**config.mk**
```make
export PLATFORM = sky130hd
export DESIGN_NAME = async_fifo_block_flat
export DESIGN_NICKNAME = d
export VERILOG_FILES = /design/src/rtl/async_fifo_block_if.sv /design/src/rtl/async_fifo_block.sv /design/src/flat_wrapper.sv
export SDC_FILE = /design/constraint.sdc
export NUM_CORES = 1
export LEC_CHECK = 0
export CORE_MARGIN = 2
export CORE_UTILIZATION = 60
export CTS_CLUSTER_DIAMETER = 200
export CTS_CLUSTER_SIZE = 8
export DETAILED_ROUTE_END_ITERATION = 7
export GPL_ROUTABILITY_DRIVEN = 0
export MAX_ROUTING_LAYER = met4
export PLACE_DENSITY = 0.81
export SETUP_SLACK_MARGIN = 0.1
export SYNTH_ARGS = -nofsm -noshare
export SYNTH_HDL_FRONTEND = slang
export SYNTH_SLANG_ARGS = --single-unit
```
**constraint.sdc**
```tcl
create_clock -name wclk -period 5.3 [get_ports wclk]
set_input_delay 0.53 -clock wclk [delete_from_list [all_inputs] [get_ports wclk]]
set_output_delay 0.53 -clock wclk [all_outputs]
set_load 0.02 [all_outputs]
```
**src/rtl/async_fifo_block_if.sv**
```systemverilog
// Producer/consumer handshake bundle for async_fifo_block.
// The FIFO takes the slave side. The producer/consumer logic takes the master side.
interface async_fifo_block_if #(
  parameter int d_width = 8
);
  logic               w_en;
  logic               r_en;
  logic [d_width-1:0] wr_data;
  logic [d_width-1:0] rd_data;
  logic               full;
  logic               empty;

  modport master (
    output w_en, r_en, wr_data,
    input  rd_data, full, empty
  );

  modport slave (
    input  w_en, r_en, wr_data,
    output rd_data, full, empty
  );
endinterface

```
**src/rtl/async_fifo_block.sv**
```systemverilog
// Single-clock FIFO with wrap-bit pointers and a registered read port.
// Flags are decoded from the pre-edge pointers, so a full FIFO refuses writes and an empty FIFO refuses reads.
module async_fifo_block #(
  parameter int depth   = 8,
  parameter int d_width = 8
) (
  input logic               wclk,
  input logic               reset,
  async_fifo_block_if.slave bus
);
  localparam int aw = $clog2(depth);

  logic [d_width-1:0] mem [depth];
  logic [aw:0]        wptr;
  logic [aw:0]        rptr;
  logic [d_width-1:0] rd_q;
  logic               full_c;
  logic               empty_c;
  logic               w_acc;
  logic               r_acc;

  assign empty_c = (wptr == rptr);
  assign full_c  = (wptr[aw-1:0] == rptr[aw-1:0]) && (wptr[aw] != rptr[aw]);
  assign w_acc   = bus.w_en && !full_c;
  assign r_acc   = bus.r_en && !empty_c;

  assign bus.full    = full_c;
  assign bus.empty   = empty_c;
  assign bus.rd_data = rd_q;

  always_ff @(posedge wclk) begin
    if (reset) begin
      wptr <= '0;
      rptr <= '0;
      rd_q <= '0;
    end else begin
      if (w_acc) wptr <= wptr + 1'b1;
      if (r_acc) begin
        rd_q <= mem[rptr[aw-1:0]];
        rptr <= rptr + 1'b1;
      end
    end
  end

  // The storage array has no reset. Writes are gated by reset so that a reset cycle leaves the array unchanged.
  always_ff @(posedge wclk) begin
    if (!reset && w_acc) mem[wptr[aw-1:0]] <= bus.wr_data;
  end
endmodule

```
**src/flat_wrapper.sv**
```systemverilog
// flat-port wrapper written by rule: the top's interface ports become plain ports
module async_fifo_block_flat 
#(
  parameter int depth   = 8,
  parameter int d_width = 8
)
  (wclk, reset, bus_w_en, bus_r_en, bus_wr_data, bus_rd_data, bus_full, bus_empty);
  async_fifo_block_if #(.d_width(d_width)) bus_i ();
  input logic wclk;
  input logic reset;
  input wire logic [$bits(bus_i.w_en)-1:0] bus_w_en;
  input wire logic [$bits(bus_i.r_en)-1:0] bus_r_en;
  input wire logic [$bits(bus_i.wr_data)-1:0] bus_wr_data;
  output wire logic [$bits(bus_i.rd_data)-1:0] bus_rd_data;
  output wire logic [$bits(bus_i.full)-1:0] bus_full;
  output wire logic [$bits(bus_i.empty)-1:0] bus_empty;
  assign bus_i.w_en = bus_w_en;
  assign bus_i.r_en = bus_r_en;
  assign bus_i.wr_data = bus_wr_data;
  assign bus_rd_data = bus_i.rd_data;
  assign bus_full = bus_i.full;
  assign bus_empty = bus_i.empty;
  async_fifo_block #(.depth(depth), .d_width(d_width)) u_core (.wclk(wclk), .reset(reset), .bus(bus_i));
endmodule
```
==> metrics <==
outcome finished, final reports clean; Max Transition Viols Final 0; Final Util 71.47%; Starting Density 62.96%; Slowest-stage cell, CP dfxtp_1; Fill cells 336; CTS tree done; Fin. Hold Viols 0; nets 220; hpwl dp 3.656 mm; Tmin final 3247 ps; RSZ-0062 raised after global routing false; largest net degree at the start of global routing 23; Yosys Warn Count 0; Net Sw Frac 24.62%; Clock Root Buffer clkbuf_8; hold wc startpoint u_core.bus.rd_data[2]$_SDFFE_PP0P_; Num CTS Buffers 9; WL final 5.609 mm; # rows 26; Antenna diodes 0; gr usage total 20.53%; fin crit share 61.27%; Seq/Total Area, Yosys 68.42%; Max H-tree Level 3; Clock Power Share 33.8%; Post-CTS Hold Buffers 0; WL/cell 19.96 um; Initial DRT Pass Iterations 4; worst-case hold slack 543.9 ps; Worst VDD drop 0.0002194 V; PwrDens 380.9 mW/mm^2; Seq pwr share 51.7%; Top FF cell, synth edfxtp_1; Slowest Stage Delay on Critical Path 980 ps; total power 1.417 mW; #FFs+latches synth 80; reg2reg end u_core.mem[2][5]$_DFFE_PP_; largest area contributor in the synthesized netlist edfxtp_1; Skew-Pair Late Insertion Delay 350 ps; synthesized instance count 184; async set-reset flop share out of synthesis 0%; vias 1632; Synth Net Count 198; Leak Pwr 1.187 nW; post_cts resized 0; I/O Pins 22; mean post-synth cell area 17.81 um^2; DIE AREA 0.006068 mm^2; vias in the first global route 1629; first-pass GRT wire length 8.549 mm; Worst Path Required 4770 ps; number of remaining DRC errors 0; Fmax 307.9 MHz; Hold Crit Class reg2reg; Reg2Reg Depth 4; Worst Setup Path Type reg2out; worst hold endpoint u_core.bus.rd_data[2]$_SDFFE_PP0P_; P_int 1.068 mW; area of the core 0.005205 mm^2; Clock Path Buffers 2; Iteration-0 DRC Markers 102; Synth Cell Area 0.003277 mm^2; Via density 5.808; Die Ht 77.90 um; Arr. time, crit path 2720 ps; worst-path fanout max 20; reg-to-reg startpoint u_core.rptr[2]$_SDFFE_PP0P_; max cap viols 0; top-count cell post-synth edfxtp_1; synth top area cells edfxtp_1, mux4_2, dfxtp_1, a211oi_2, mux2i_1; Post-synth EDFFs 64; post-synthesis cell type count 34; area share of the largest cell type after synthesis 58.65%; post-route ant nets 0; clock sink count 80; ordered list of cells on the worst path xor2_2 > or2_2 > nor3_1 > clkdlybuf4s50_1; layout cells sized above 1 24.64%; Port Buffers 21; worst setup margin 2053 ps; initial antenna violation count 0; WHS Path Cells 2; endpoints failing setup 0; Area Growth Syn to Fin 13.52%; Psw 348.8 uW; CP Launch Type flip-flop; Post-synth top cells edfxtp_1, nor2_1, dfxtp_1, mux4_2, mux2i_1; pre-CTS setup slack 2098 ps; clock skew 4.933 ps; Congestion Overflow GR 0; Clk pin slew, worst setup/hold paths 70 ps; Critical Path End Type output port; Slew headroom 22.07%; Worst-Margin Slew 1160 ps; Post-CTS Setup Bufs 0; Die Wd 77.90 um; TNS Setup 0 ps; combinational share of power 14.6%; reg-to-reg slack, setup 2190 ps
critical path: cells and delay by family, from the launching register on:
family        cells  cell delay [ps]
xor+xnor          1              190
simple gates      2              560
flops             1              980
buf+inv           1              630
sequential cells by signal (all words and copies together), names as in the netlist:
name                cells
u_core.wptr             4
u_core.mem             64
u_core.rptr             4
u_core.bus.rd_data      8
kinds of logic after synthesis:
kind of cell             share of synthesized area, %
flip-flops                                      68.42
AND/OR/NAND/NOR                                 5.498
XOR/XNOR                                        2.559
adder cells (fa/ha/maj)                        0.7635
AO/OA/AOI/OAI                                   5.040
multiplexers                                    14.40
buffers and inverters                           3.322
per-stage QoR:
stage / cells / cell area (um^2)
finish: 281 / 3720
global route: 281 / 3720
CTS: 281 / 3715
detailed placement: 265 / 3496
global placement: 265 / 3496
floorplan: 184 / 3277
metal layers:
| layer | up-vias | wire (um) | global-route usage (%) |
|---|---|---|---|
| met1 | 808 | 2346 | 24.88 |
| met2 | 46 | 2878 | 32.76 |
| met3 | 14 | 249 | 5.930 |
| met5 | - | 0 | - |
| met4 | 0 | 134 | 8.421 |
| li1 | 764 | - | - |
cells in the final DEF (no fill, tap or decap), types with 2 or more instances in the layout:
master	netlist	final
buf_4	1	3
nor3_1	4	3
nor4_1	2	2
mux4_2	16	16
mux2i_1	10	10
a211oi_2	8	8
xor2_1	2	2
and3_1	2	2
xnor2_1	2	2
nor2_1	18	18
edfxtp_1	64	64
nand2b_1	2	2
o21ai_0	2	2
or3_1	2	2
dfxtp_1	16	16
clkdlybuf4s50_1	0	21
clkinv_2	0	2
or2_2	2	2
a21oi_1	2	2
clkbuf_8	0	9
ha_1	2	2
bufinv_16	0	2
inv_1	2	2
xor2_2	3	3
power groups by stage:
stage,clock network [mW],registers (mW),logic (mW)
final,0.478,0.732,0.207
after global routing,0.513,0.735,0.222
after CTS,0.489,0.732,0.209
after detailed placement,0,0.746,0.207
after global placement,0,0.744,0.200
after floorplan,0,0.746,0.145
layout make-up:
cell class,count,area (um^2),share of cell area (%)
clock buffers,9,123.9,3.330
clock inverters,7,95.09,2.556
inverters,2,7.507,0.2018
multi-input cells,89,930.9,25.03
flip-flops and latches,80,2242,60.28
well taps,70,87.58,2.355
repair buffers,24,232.7,6.256
worst max-delay path by stage:
stage	start	endpoint	slack (ps)
detailed placement	u_core.rptr[2]$_SDFFE_PP0P_	u_core.mem[6][3]$_DFFE_PP_	2100
global route	u_core.rptr[2]$_SDFFE_PP0P_	bus_empty	1930
global placement	u_core.rptr[2]$_SDFFE_PP0P_	u_core.mem[6][3]$_DFFE_PP_	2230
floorplan	u_core.wptr[0]$_SDFFE_PP0P_	u_core.mem[6][0]$_DFFE_PP_	3090
finish	u_core.rptr[2]$_SDFFE_PP0P_	bus_full	2050
CTS	u_core.rptr[2]$_SDFFE_PP0P_	bus_empty	2030
(Power assumes the default switching activity.)
